`config.mk`:
```
export PLATFORM = sky130hd
export DESIGN_NAME = mem_access_stage
export DESIGN_NICKNAME = d
export VERILOG_FILES = /design/src/rtl/mem_access_stage.sv
export SDC_FILE = /design/constraint.sdc
export NUM_CORES = 1
export LEC_CHECK = 0
export ABC_AREA = 0
export CORE_ASPECT_RATIO = 1.2
export CORE_MARGIN = 3
export CORE_UTILIZATION = 25
export CTS_CLUSTER_SIZE = 28
export DETAILED_ROUTE_END_ITERATION = 8
export PLACE_DENSITY = 0.62
export SETUP_SLACK_MARGIN = 0.05
export SYNTH_ARGS = -nofsm -noshare
export SYNTH_HDL_FRONTEND = slang
export SYNTH_SLANG_ARGS = --single-unit
```
`constraint.sdc`:
```
create_clock -name clk -period 2.2 [get_ports clk]
set_input_delay 0.33 -clock clk [delete_from_list [all_inputs] [get_ports clk]]
set_output_delay 0.33 -clock clk [all_outputs]
set_load 0.05 [all_outputs]
```
`src/rtl/mem_access_stage.sv`:
```
// MEM stage of the 16-bit pipeline: ALU results pass straight through, while loads and stores
// run a req/ready handshake with data memory that stalls upstream and is bounded by a watchdog.
module mem_access_stage #(
    parameter int unsigned TIMEOUT    = 255,
    parameter logic [15:0] FAULT_DATA = 16'hDEAD
) (
    input  logic        clk,
    input  logic        rst,
    input  logic        ex_valid,
    input  logic [15:0] ex_alu_result,
    input  logic [15:0] ex_write_data,
    input  logic [3:0]  ex_rd,
    input  logic        ex_reg_write,
    input  logic        ex_mem_to_reg,
    input  logic        ex_mem_read,
    input  logic        ex_mem_write,
    output logic        dmem_req,
    output logic        dmem_we,
    output logic [15:0] dmem_addr,
    output logic [15:0] dmem_wdata,
    input  logic [15:0] dmem_rdata,
    input  logic        dmem_ready,
    output logic        mem_stall,
    output logic [15:0] mem_alu_result,
    output logic [15:0] mem_read_data,
    output logic [3:0]  mem_rd,
    output logic        mem_reg_write,
    output logic        mem_mem_to_reg,
    output logic        mem_fault
);

    typedef enum logic [1:0] {StIdle, StBusy, StDone} state_e;

    localparam logic [15:0] TimeoutLast = 16'(TIMEOUT - 1);

    state_e      state_q, state_d;
    logic [15:0] op_alu_q;
    logic [3:0]  op_rd_q;
    logic        op_reg_write_q;
    logic        op_mem_to_reg_q;
    logic        op_store_q;
    logic [15:0] rdata_q;
    logic [15:0] wait_cnt_q;
    logic        memop;
    logic        finish;

    assign memop = ex_valid & (ex_mem_read | ex_mem_write);
    // Access ends either on the memory's completion pulse or when the watchdog expires.
    assign finish = dmem_ready | (wait_cnt_q == TimeoutLast);

    always_comb begin
        state_d        = state_q;
        mem_stall      = 1'b0;
        mem_alu_result = '0;
        mem_read_data  = '0;
        mem_rd         = '0;
        mem_reg_write  = 1'b0;
        mem_mem_to_reg = 1'b0;
        if (rst) begin
            case (state_q)
                StIdle: begin
                    if (memop) begin
                        mem_stall = 1'b1;
                        state_d   = StBusy;
                    end else begin
                        mem_alu_result = ex_alu_result;
                        mem_rd         = ex_rd;
                        mem_reg_write  = ex_reg_write & ex_valid;
                        mem_mem_to_reg = ex_mem_to_reg & ex_valid;
                    end
                end
                StBusy: begin
                    mem_stall = 1'b1;
                    if (finish) begin
                        state_d = StDone;
                    end
                end
                StDone: begin
                    // EX/MEM still holds this op here; going straight to IDLE avoids a relaunch.
                    mem_alu_result = op_alu_q;
                    mem_read_data  = rdata_q;
                    mem_rd         = op_rd_q;
                    mem_reg_write  = op_reg_write_q;
                    mem_mem_to_reg = op_mem_to_reg_q;
                    state_d        = StIdle;
                end
                default: state_d = StIdle;
            endcase
        end
    end

    always_ff @(posedge clk) begin
        if (!rst) begin
            state_q         <= StIdle;
            dmem_req        <= 1'b0;
            dmem_we         <= 1'b0;
            dmem_addr       <= '0;
            dmem_wdata      <= '0;
            mem_fault       <= 1'b0;
            op_alu_q        <= '0;
            op_rd_q         <= '0;
            op_reg_write_q  <= 1'b0;
            op_mem_to_reg_q <= 1'b0;
            op_store_q      <= 1'b0;
            rdata_q         <= '0;
            wait_cnt_q      <= '0;
        end else begin
            state_q <= state_d;
            case (state_q)
                StIdle: begin
                    if (memop) begin
                        op_alu_q        <= ex_alu_result;
                        op_rd_q         <= ex_rd;
                        op_reg_write_q  <= ex_reg_write;
                        op_mem_to_reg_q <= ex_mem_to_reg;
                        op_store_q      <= ex_mem_write;
                        dmem_req        <= 1'b1;
                        dmem_we         <= ex_mem_write;
                        dmem_addr       <= ex_alu_result;
                        dmem_wdata      <= ex_write_data;
                        wait_cnt_q      <= '0;
                    end
                end
                StBusy: begin
                    if (dmem_ready) begin
                        rdata_q  <= op_store_q ? 16'h0000 : dmem_rdata;
                        dmem_req <= 1'b0;
                    end else if (wait_cnt_q == TimeoutLast) begin
                        rdata_q   <= op_store_q ? 16'h0000 : FAULT_DATA;
                        mem_fault <= 1'b1;
                        dmem_req  <= 1'b0;
                    end else begin
                        wait_cnt_q <= wait_cnt_q + 16'd1;
                    end
                end
                default: ;
            endcase
        end
    end

endmodule
```
# --- Word-level counts from Yosys, hierarchy flattened ---
# Index checks and enable logic that the tools add are counted.
totals:
  regBits: 75
  word_cells: 67
  inputBits: 60
  output_inout_bits: 74
op_classes:
  n_addsub: 1
  reduce_logical: 9
  n_mux: 32
  n_eq_ne: 8
  bitwise_logic: 6
ops:
  columns: ["operator", "count"]
  rows:
  - ["$mux W16", 11]
  - ["$pmux W16 S2", 2]
  - ["$add A16 B1 Y16 const B", 1]
  - ["$eq A16 B8 Y1 const B", 1]
  - ["$mux W1", 9]
  - ["$mux W4", 2]
  - ["$ne A2 B2 Y1 const B", 4]
  - ["$pmux W1 S2", 4]
  - ["$pmux W4 S2", 1]
  - ["$reduce_and A2 Y1", 3]
  - ["$reduce_and A3 Y1", 2]
  - ["$mux W2", 2]
  - ["$pmux W2 S2", 1]
  - ["$reduce_and A4 Y1", 1]
  - ["$reduce_bool A2 Y1", 2]
  - ["$and A1 B1 Y1", 3]
  - ["$ne A3 B3 Y1 const B", 1]
  - ["$eq A2 B1 Y1 const B", 1]
  - ["$eq A2 B2 Y1 const B", 1]
  - ["$logic_not A2 Y1", 1]
  - ["$or A1 B1 Y1", 2]
  - ["$not A1 Y1", 1]

# --- Depth between registers and ports, before layout ---
# Gate-level depths: netlist of run 1.
logic_depth:
  depth_word: 5
  depth_mapped: 8
  depth_no_buf: 7

# --- Worst setup path after synthesis of run 1 ---
# Ideal clock, no wire load.
synth_timing:
  path_type: "register -> output"
  start: "reg state_q[1]"
  end: "out mem_alu_result[10]"
  required_time_ns: 1.870
  setup_slack_ns: 0.025
  stages_incl_launch_ff: 6
  arrival_time_ns: 1.845
  path_buffers: 2
  cell_sequence: "dfxtp_1 nor2b_1 clkbuf_1 buf_2 a22oi_1 nor2_1"
synth_via:
  elab_chain_cells: 3
  elab_cells_between_ends: 4
  cone_classes: "eq/ne (1); mux (2); reduce/logical (1)"
synth_rtl:
  columns: ["item", "line_no", "source"]
  rows:
  - ["start: declaration", "36", "state_e state_q, state_d;"]
  - ["start signal: assignment", "94", "state_q <= StIdle;"]
  - ["start signal: assignment", "108", "state_q <= state_d;"]
  - ["$eq A2 B2 Y1 / $logic_not A2 Y1 (equally long branches)", "60", "case (state_q)"]
  - ["$pmux W16 S2 (*)", "60", null]
  - ["$mux W16 (*)", "59", "if (rst) begin"]
  - ["end: declaration", "24", "output logic [15:0] mem_alu_result,"]
# Mark *: on every way between the ends. The rest lies on a longest branch, timed or not.

# --- Worst setup path in the final report of run 1 ---
layout_timing:
  start: "reg state_q[0]"
  end: "out mem_alu_result[11]"
# The elaborated chain is that of the path after synthesis.

==> results by group, run 1 <==
Worst hold path
  • Worst hold path startpoint: rst
  • Worst Hold Path EP: wait_cnt_q[12]
  • Worst min path class: in2reg
  • Hold path depth: 2

Global route
  • Initial antenna violation count: 0
  • Vias in the first global route: 3359
  • Largest net degree at the start of global routing: 55
  • Tot GR Track Use: 0.132
  • First-pass GRT wire length: ~17 mm
  • GR Overflow Total: 0

Route
  • Final wirelength: between 10 and 15 mm
  • Post-DR wirelength/cell: ~14 µm
  • Antenna Nets Post-Route: 0
  • Iteration-0 DRC Markers: around 240
  • DRT Pass-1 Iters: 6
  • DRC viols: 0
  • Vias: roughly 3.7k
  • Vias per cell: 4.86

Pwr
  • Sw Share: 0.290
  • Pwr dens: roughly 630 nW/µm²
  • Internal Power: ~2.6 mW
  • Max VDD drop: around 0.29 mV
  • Clock network power share: 0.378
  • Sequential fraction of design power: 0.395
  • Gate power share: 0.227
  • Pleak: between 2 and 2.5 nW
  • Switching Power: 1.07 mW

Synthesis
  • Seq cells post-synth: between 70 and 80
  • Compound-Gate Fraction of Synth Area: 0.194
  • Synth Instances: around 450
  • Post-Syn Area: 3540 µm²
  • Post-synthesis simple-gate area fraction: 0.297
  • Average size of a mapped cell: 7.89 µm²
  • Mux cell area share after synthesis: 0.0283
  • Syn Nets: 511
  • Cell variety after synth: 51
  • Largest family of logic cells by synthesized area: simple AND/OR/NAND/NOR gates
  • Post-synthesis sequential area ratio: 0.424
  • XOR/XNOR share of the synthesized area: 0.00742
  • Ys Warns: 0
  • Post-synthesis adder-cell area fraction: 0.00706

Clocking
  • Max Root-Sink Buffers: 2
  • CTS tree: built
  • Number of CTS-inserted buffers: 9
  • Worst-path clk slew: 50 ps
  • Clock Tree Root: clkbuf_16
  • Worst skew pair latency: approximately 330 ps
  • Max H-tree Level: 3
  • Post-CTS Hold Buffers: 0
  • Clk sinks: between 70 and 80

Worst setup path
  • R2r setup slk: about 260 ps
  • CP Launch Type: register
  • CP endpoint kind: output port
  • R2R Path End: rdata_q[0]
  • R2R cell count: 7
  • Worst path arrival time: around 1700 ps
  • Crit Path Class: reg2out
  • RR Startpoint: wait_cnt_q[1]
  • Worst Path Required: 1870 ps
  • Max Fanout on Critical Path: 18

Floorplan
  • Row count: between 40 and 50
  • Die extent in y: between 100 and 150 µm
  • I/O pins: ~130
  • Full die area: about 16000 µm²
  • Core Area: 13800 µm²
  • Die width: roughly 110 µm
  • Starting Density: 0.256

Run
  • Max-cap viol count: 0

STA
  • Hold slack: around 320 ps
  • Slew HR: 0.639
  • Fmax: 0.490 GHz
  • Setup TNS: 0 ps
  • Final Hold Vio Count: 0
  • Final setup violation count: 0
  • Final min period: slightly above 2000 ps
  • Final worst-path cycle share: 0.928
  • Worst setup margin: between 150 and 200 ps
  • Clk_skew: between 8 and 9 ps
  • RSZ-0062 raised after global routing: no
  • Worst slew pin tran: between 500 and 600 ps
  • Fin. max-slew vios: 0

Place
  • PortBufs: 133
  • Post-place setup slack: between 80 and 90 ps
  • Post-DP Area: between 5000 and 6000 µm²
  • Placed wire-length estimate: just under 8 mm
  • GPL Wtd Cong: roughly 0.82

Layout
  • Util after Layout: 0.425
  • Area added between synthesis and finish: 65.7%
  • Final net count: 640
  • Layout cells sized above 1: 0.187
  • Finished Cell Area: 5870 µm²
  • N_diodes: 0

Run status
  • Status: complete, no violations
cells by family after synthesis:
| family | Yosys count |
|---|---|
| adder cells (fa/ha/maj) | 2 |
| flip-flops | 75 |
| multiplexers | 10 |
| XOR/XNOR | 3 |
| buffers and inverters | 37 |
| AO/OA/AOI/OAI | 106 |
| AND/OR/NAND/NOR | 216 |
cells in the mapped netlist (all sizes together):
| cell type | count | share of area |
|---|---|---|
| a22oi | 20 | 0.042 |
| o311ai | 2 | 0.0049 |
| o21a | 3 | 0.0064 |
| nand2b | 3 | 0.0074 |
| and3 | 20 | 0.035 |
| nor2 | 37 | 0.044 |
| ha | 2 | 0.0071 |
| inv | 5 | 0.0053 |
| o221a | 1 | 0.0032 |
| or2 | 1 | 0.0018 |
| mux2i | 10 | 0.028 |
| dfxtp | 75 | 0.42 |
| o31ai | 1 | 0.0021 |
| nor4b | 1 | 0.0067 |
| o21ai | 14 | 0.020 |
| or3 | 1 | 0.0018 |
| clkbuf | 29 | 0.031 |
| nand2 | 110 | 0.12 |
| a31oi | 2 | 0.0035 |
| nand3 | 11 | 0.016 |
| xor2 | 3 | 0.0074 |
| a21boi | 3 | 0.0064 |
| a32oi | 2 | 0.0049 |
| o2111ai | 1 | 0.0025 |
| and4 | 1 | 0.0025 |
| o31a | 2 | 0.0049 |
| nor3 | 6 | 0.0099 |
| and2 | 3 | 0.0053 |
| or4 | 2 | 0.0042 |
| a31o | 1 | 0.0025 |
| a21o | 1 | 0.0021 |
| nor4 | 4 | 0.011 |
| nand4b | 1 | 0.0025 |
| a21oi | 42 | 0.066 |
| buf | 3 | 0.0060 |
| o22ai | 1 | 0.0018 |
| and4b | 1 | 0.0028 |
| nor2b | 2 | 0.0035 |
| o211ai | 10 | 0.021 |
| nand4 | 12 | 0.025 |
power by group through the flow:
stage	registers (mW)	logic, mW	clock network [mW]
final	1.46	0.838	1.40
after global routing	1.47	0.889	1.52
after CTS	1.46	0.840	1.46
after detailed placement	1.49	0.838	0
after global placement	1.49	0.827	0
after floorplan	1.62	0.326	0
worst max-delay path by stage:
| stage | slack [ps] | startpoint | endpoint | cells past startpoint |
|---|---|---|---|---|
| 2_1_floorplan | 60 | rst | mem_stall | 3 |
| 3_3_place_gp | 90 | ex_mem_write | mem_alu_result[14] | 7 |
| 3_5_place_dp | 80 | ex_mem_write | dmem_wdata[7] | 7 |
| 4_1_cts | 80 | ex_mem_write | mem_alu_result[1] | 7 |
| 5_1_grt | 80 | state_q[0] | mem_alu_result[8] | 4 |
| 6_report | 160 | state_q[0] | mem_alu_result[11] | 4 |
sequential cells by signal, summed over array words and instances (netlist names):
name,cells
op_alu_q,16
dmem_req,1
mem_fault,1
state_q,2
op_mem_to_reg_q,1
wait_cnt_q,16
dmem_wdata,16
op_rd_q,4
rdata_q,16
op_store_q,1
op_reg_write_q,1
layout make-up:
| cell class | count | area, µm² |
|---|---|---|
| well taps | 171 | 214 |
| clock inverters | 3 | 21.3 |
| multi-input cells | 337 | 1960 |
| repair buffers | 150 | 1890 |
| flip-flops and latches | 75 | 1500 |
| fillers | 1337 | 7950 |
| clock buffers | 13 | 270 |
| inverters | 5 | 18.8 |
cell usage in the layout (no fill, tap or decap), drive strengths merged, types with 4 or more instances in the layout:
cell,netlist,layout
clkbuf,29,14
dfxtp,75,75
mux2i,10,10
nand4,12,12
clkdlybuf4s50,0,90
a22oi,20,20
a21oi,42,42
nor2,37,37
nand3,11,11
nor4,4,4
nand2,110,110
nor3,6,6
buf,3,56
inv,5,5
and3,20,20
o211ai,10,10
o21ai,14,14
layer usage:
| layer | wire length, µm | share of wire | track usage | vias up |
|---|---|---|---|---|
| li1 | - | - | - | 1841 |
| met1 | 4550 | 0.43 | 0.163 | 1671 |
| met2 | 5040 | 0.47 | 0.214 | 136 |
| met3 | 804 | 0.076 | 0.0316 | 15 |
| met4 | 221 | 0.021 | 0.0640 | 0 |
| met5 | 0 | 0 | 0 | - |
metrics by stage:
stage	cells	power [mW]
floorplan	449	1.94
finish	754	3.70
CTS	753	3.76
global route	754	3.88
global placement	737	2.31
detailed placement	737	2.33
worst max-delay path, cell delays in order (launching register included):
cell	delay, ps
dfxtp_1	560
nand2b_1	370
buf_12	220
nor2_2	70
buf_12	150
timing repair:
action                                 in CTS  in global routing
resized for setup                           0                  7
endpoints found under the hold margin       0                  0
setup endpoints to repair                   0                 21
buffers inserted                            0                  1
(Power assumes the default switching activity.)
==> run 2: changes to the inputs <==
Settings changed: CAP_MARGIN from default to 20, CELL_PAD_IN_SITES_DETAIL_PLACEMENT from default to 1, CELL_PAD_IN_SITES_GLOBAL_PLACEMENT from default to 1, PLACE_DENSITY 0.62 to 0.78.
==> results by group, run 2 (synthesized netlist as in run 1, its figures left out) <==
Clocking
  • Post-CTS Hold Buffers: 0 (unchanged)
  • Max H-tree Level: 3 (unchanged)
  • Clock Tree Root: clkbuf_16
  • CTS tree: built
  • Worst skew pair latency: 330 ps (about the same)
  • Clk sinks: 75 (unchanged)
  • Worst-path clk slew: 60 ps (about the same)
  • Max Root-Sink Buffers: 2 (unchanged)
  • Number of CTS-inserted buffers: 9 (unchanged)

Global route
  • GR Overflow Total: 0 (unchanged)
  • First-pass GRT wire length: 19.8 mm (+19%)
  • Vias in the first global route: 3994 (+19%)
  • Largest net degree at the start of global routing: 67 (+22%)
  • Met3 Use GR: 0.0334 (+0.00178)
  • GRT met1 Usage: 0.179 (+0.0166)
  • Tot GR Track Use: 0.156 (+0.0247)
  • Initial antenna violation count: 0 (unchanged)
  • Met2 GRT Util: 0.275 (+0.0615)
  • Gr busiest metal: met2

Pwr
  • Switching Power: 1.12 mW (+4.2%)
  • Pwr dens: 644 nW/µm² (+2.1%)
  • Internal Power: 2.65 mW (+0.79%)
  • Gate power share: 0.226 (about the same)
  • Sequential fraction of design power: 0.388 (-0.007)
  • Max VDD drop: 0.340 mV (+16%)
  • Final Power: 3.77 mW (+1.8%)
  • Sw Share: 0.297 (+0.00687)
  • Clock network power share: 0.386 (+0.008)
  • Pleak: 2.15 nW (-1.4%)

STA
  • Slew HR: 0.635 (-0.00406)
  • Final worst-path cycle share: 0.919 (-0.00913)
  • Worst slew pin tran: 546 ps (+6.08 ps)
  • Final min period: 2020 ps (-20.1 ps)
  • RSZ-0062 raised after global routing: no
  • Fin. max-slew vios: 0 (unchanged)
  • Clk_skew: 8.11 ps (-0.135 ps)
  • Final setup violation count: 0 (unchanged)
  • Setup TNS: 0 ps (unchanged)
  • Hold slack: 454 ps (+132 ps)
  • Final Hold Vio Count: 0 (unchanged)
  • Fmax: 0.495 GHz (+0.99%)

Run
  • Max-cap viol count: 0 (unchanged)

Floorplan
  • Core Area: 13800 µm² (unchanged)
  • Row count: 47 (unchanged)
  • I/O pins: 134 (unchanged)
  • Full die area: 15600 µm² (unchanged)
  • Die width: 115 µm (unchanged)
  • Die extent in y: 136 µm (unchanged)
  • Starting Density: 0.256 (unchanged)

Worst setup path
  • Crit path buffers/inverters: 2 (unchanged)
  • Max Fanout on Critical Path: 22 (+4)
  • Critical-path cell list: nand2b_1 > buf_4 > nor2_1 > buf_12
  • CP Launch Type: register
  • CP max stage delay: 560 ps (about the same)
  • Worst Path Required: 1870 ps (about the same)
  • Max stage delay cell, worst path: dfxtp_1
  • CP delay by family, top: flip-flops
  • CP endpoint kind: output port
  • Crit Path Class: reg2out
  • Worst path arrival time: 1690 ps (-20 ps)

Layout
  • Commonest cells after routing, fill and taps aside: nand2_1 (109), clkdlybuf4s50_1 (90), dfxtp_1 (74)
  • Layout cells sized above 1: 0.182 (-0.00452)
  • Util after Layout: 0.423 (-0.00136)
  • Final net count: 638 (-0.31%)
  • Commonest non-fill, non-tap cell in the layout: nand2_1
  • Area added between synthesis and finish: 65.2%
  • Finished Cell Area: 5850 µm² (-0.32%)
  • N_diodes: 0 (unchanged)

Place
  • Placed wire-length estimate: 9.06 mm (+14%)
  • GPL Wtd Cong: 0.850 (+3.7%)
  • PortBufs: 133 (unchanged)
  • Post-DP Area: 5550 µm² (about the same)

Route
  • Final wirelength: 12.4 mm (+17%)
  • Vias per cell: 5.06 (+4.2%)
  • DRT Pass-1 Iters: 4 (-2)
  • Antenna Nets Post-Route: 0 (unchanged)
  • Post-DR wirelength/cell: 16.5 µm (+17%)
  • Vias: 3807 (+3.9%)
  • DRC viols: 0 (unchanged)
  • Iteration-0 DRC Markers: 191 (-20%)

Run status
  • Status: complete, no violations

Worst hold path
  • Worst min path class: reg2reg
-- run 2: cell types whose count changed in the layout (fill, tap and decap cells not counted) --
cell            delta
clkbuf_8           -3
inv_6              +1
dlymetal6s2s_1     -3
buf_12             +2
clkbuf_16          -1
nor2_2             -1
bufinv_16          +1
dlygate4sd2_1      +3
nor2_1             +1
clkinv_2           +1
buf_4              -3
-- run 2: path summary, 6_finish.rpt --
kind,start,to,slack (ps),cells past startpoint
worst max-delay path,state_q[0],mem_mem_to_reg,180,4
worst min-delay path,dmem_wdata[13],dmem_wdata[13],450,2
worst max register to register,wait_cnt_q[1],rdata_q[0],300,7
worst min register to register,dmem_wdata[13],dmem_wdata[13],450,2
-- run 2: worst min-delay path, delay by kind of cell, from the launching register on --
kind,cells,cell delay [ps]
flops,1,300
simple gates,1,50
compound gates,1,50
-- run 2: power groups by stage --
stage	Sequential [mW]	Clock [mW]	Combinational, mW
2_1_floorplan	1.62	0	0.326
3_3_place_gp	1.49	0	0.833
3_5_place_dp	1.49	0	0.856
4_1_cts	1.46	1.49	0.861
5_1_grt	1.47	1.54	0.908
6_report	1.46	1.45	0.851
-- run 2: routing by layer --
layer / routed length, µm / vias to the layer above
li1: - / 1835
met1: 4990 / 1828
met2: 6300 / 122
met3: 758 / 22
met4: 328 / 0
met5: 0 / -
-- run 2: cell type report --
class,count,area (µm²)
clock inverters,6,65.1
fillers,1582,7970
clock buffers,10,229
repair buffers,148,1870
flip-flops and latches,75,1500
well taps,171,214
inverters,5,18.8
multi-input cells,337,1960
-- run 2: timing repair --
action | CTS | global route
gates cloned | 0 | 0
pin swaps | 3 | 0
hold endpoints to repair | 0 | 0
endpoints found under the setup margin | 17 | 14
buffers inserted | 1 | 0
resized for setup | 4 | 1
-- run 2: metrics by stage --
| stage | instances | setup slack, ps |
|---|---|---|
| 4_1_cts | 752 | 83.2 |
| 2_1_floorplan | 449 | 58.0 |
| 6_report | 752 | 179 |
| 3_5_place_dp | 735 | 18.5 |
| 5_1_grt | 752 | 53.3 |
| 3_3_place_gp | 735 | 54.7 |
==> run 3: changes to the inputs <==
Settings changed: CORE_ASPECT_RATIO 1.2 to 1.1.
Clock period 2.2 ns to 2.3 ns, I/O delays scaled along.
==> results by group, run 3 (synthesized netlist as in run 1, its figures left out) <==
Layout
  • Util after Layout: 0.425 (+0.00202)
  • Commonest cells after routing, fill and taps aside: nand2_1 (109), clkdlybuf4s50_1 (90), dfxtp_1 (74)
  • Commonest non-fill, non-tap cell in the layout: nand2_1
  • Area added between synthesis and finish: 66.4%
  • N_diodes: 0 (unchanged)
  • Finished Cell Area: 5890 µm² (+0.71%)
  • Layout cells sized above 1: 0.161 (-0.0212)
  • Final net count: 640 (+0.31%)
  • Finished Layout Cells: 771 (+2.5%)

Route
  • Post-DR wirelength/cell: 15.9 µm (-3.5%)
  • Final wirelength: 12.2 mm (-1.1%)
  • Vias per cell: 4.89 (-3.4%)
  • DRT Pass-1 Iters: 4 (unchanged)
  • Iteration-0 DRC Markers: 141 (-26%)
  • Antenna Nets Post-Route: 0 (unchanged)
  • DRC viols: 0 (unchanged)
  • Vias: 3772 (-0.92%)

Clocking
  • Worst skew pair latency: 340 ps (about the same)
  • Max Root-Sink Buffers: 2 (unchanged)
  • Clk sinks: 75 (unchanged)
  • Clock Tree Root: clkbuf_16
  • Max H-tree Level: 3 (unchanged)
  • Number of CTS-inserted buffers: 9 (unchanged)
  • CTS tree: built
  • Worst-path clk slew: 60 ps (about the same)
  • Post-CTS Hold Buffers: 0 (unchanged)

STA
  • Final setup violation count: 0 (unchanged)
  • Clk_skew: 6.43 ps (-1.68 ps)
  • Fmax: 0.480 GHz
  • Setup TNS: 0 ps (unchanged)
  • Fin. max-slew vios: 0 (unchanged)
  • RSZ-0062 raised after global routing: no
  • Hold slack: 339 ps (-115 ps)
  • Final min period: about 2100 ps
  • Final worst-path cycle share: 0.906
  • Slew HR: 0.647 (+0.0125)
  • Worst slew pin tran: 527 ps (-18.6 ps)
  • Final Hold Vio Count: 0 (unchanged)

Place
  • Post-DP Area: 5500 µm² (-0.83%)
  • PortBufs: 133 (unchanged)
  • Placed Instances: 753 (+2.4%)
  • GPL Wtd Cong: 0.831 (-2.1%)
  • Placed wire-length estimate: 8.90 mm (-1.8%)

Pwr
  • Gate power share: 0.215 (-0.011)
  • Internal Power: 2.70 mW (+1.9%)
  • Sequential fraction of design power: 0.372 (-0.016)
  • Sw Share: 0.284 (-0.0132)
  • Pwr dens: 639 nW/µm² (-0.65%)
  • Switching Power: 1.07 mW (-4.4%)
  • Pleak: 2.20 nW (+2.3%)
  • Clock network power share: 0.413 (+0.027)
  • Max VDD drop: 0.393 mV (+16%)

Floorplan
  • Full die area: 15600 µm² (about the same)
  • Starting Density: 0.256 (-0.000579)
  • Die width: 119 µm (+4.2%)
  • Row count: 45 (-4.3%)
  • I/O pins: 134 (unchanged)
  • Core Area: 13900 µm² (+0.23%)
  • Die extent in y: 131 µm (-4.1%)

Global route
  • Tot GR Track Use: 0.152 (-0.00449)
  • Gr busiest metal: met2
  • First-pass GRT wire length: 19.4 mm (-1.8%)
  • Initial antenna violation count: 0 (unchanged)
  • GR Overflow Total: 0 (unchanged)
  • GRT met1 Usage: 0.170 (-0.00926)
  • Met3 Use GR: 0.0439 (+0.0105)
  • Met2 GRT Util: 0.279 (+0.00319)
  • Vias in the first global route: 4001 (+0.18%)
  • Largest net degree at the start of global routing: 48 (-28%)

Run status
  • Status: complete, no violations

Run
  • Max-cap viol count: 0 (unchanged)

Worst setup path
  • Max Fanout on Critical Path: 22 (unchanged)
  • Worst path arrival time: 1740 ps (+50 ps)
  • Crit Path Class: reg2out
  • CP Launch Type: register
  • Worst Path Required: 1960 ps (+90 ps)
  • CP endpoint kind: output port

Worst hold path
  • Worst min path class: in2reg
-- run 3: cell types whose count changed in the layout (fill, tap and decap cells not counted), sizes merged, moves of 2 or more --
cell / previous run / this run
clkinv: 3 / 1
dlygate4sd2: 3 / 0
dlymetal6s2s: 0 / 3
clkbuf: 10 / 13
-- run 3: layer usage --
metal | part of all wire | up-vias
met5 | 0 | -
met4 | 0.016 | 0
met3 | 0.052 | 14
met2 | 0.51 | 91
met1 | 0.42 | 1827
li1 | - | 1840
-- run 3: through the flow --
stage	total power [mW]	worst slack (ps)
after global placement	2.20	97.1
after floorplan	1.84	99.0
after CTS	3.80	24.4
after global routing	3.92	105
final	3.77	216
after detailed placement	2.23	24.5
-- run 3: worst paths after layout --
path	from	endpoint	slack (ps)	cells after the start
worst min register to register	dmem_wdata[6]	dmem_wdata[6]	450	2
worst max register to register	wait_cnt_q[1]	rdata_q[0]	370	7
worst max-delay path	state_q[0]	mem_rd[3]	220	5
worst min-delay path	rst	wait_cnt_q[12]	340	2
-- run 3: power groups by stage --
stage               combinational [mW]  clock, mW  sequential (mW)
floorplan                        0.298          0             1.55
global placement                 0.780          0             1.42
detailed placement               0.798          0             1.43
CTS                              0.802       1.59             1.40
global route                     0.865       1.65             1.41
finish                           0.810       1.56             1.40
-- run 3: critical path: stages, from the launching register on --
cell and delay [ps]:
dfxtp_1 590, nor2b_2 110, buf_6 190, a22oi_1 270
nor2_2 90, buf_12 150
-- run 3: layout make-up --
class / count / area [µm²]
Clock inverter: 4 / 72.6
Sequential cell: 75 / 1500
Fill cell: 1613 / 7960
Multi-Input combinational cell: 337 / 1930
Clock buffer: 12 / 256
Inverter: 5 / 18.8
Timing Repair Buffer: 150 / 1880
Tap cell: 188 / 235
-- run 3: what timing repair did --
item | CTS | global route
gates cloned | 0 | 1
endpoints found under the hold margin | 0 | 0
pin swaps | 1 | 6
setup endpoints to repair | 4 | 22
gates resized for setup | 1 | 16
setup buffers | 0 | 1
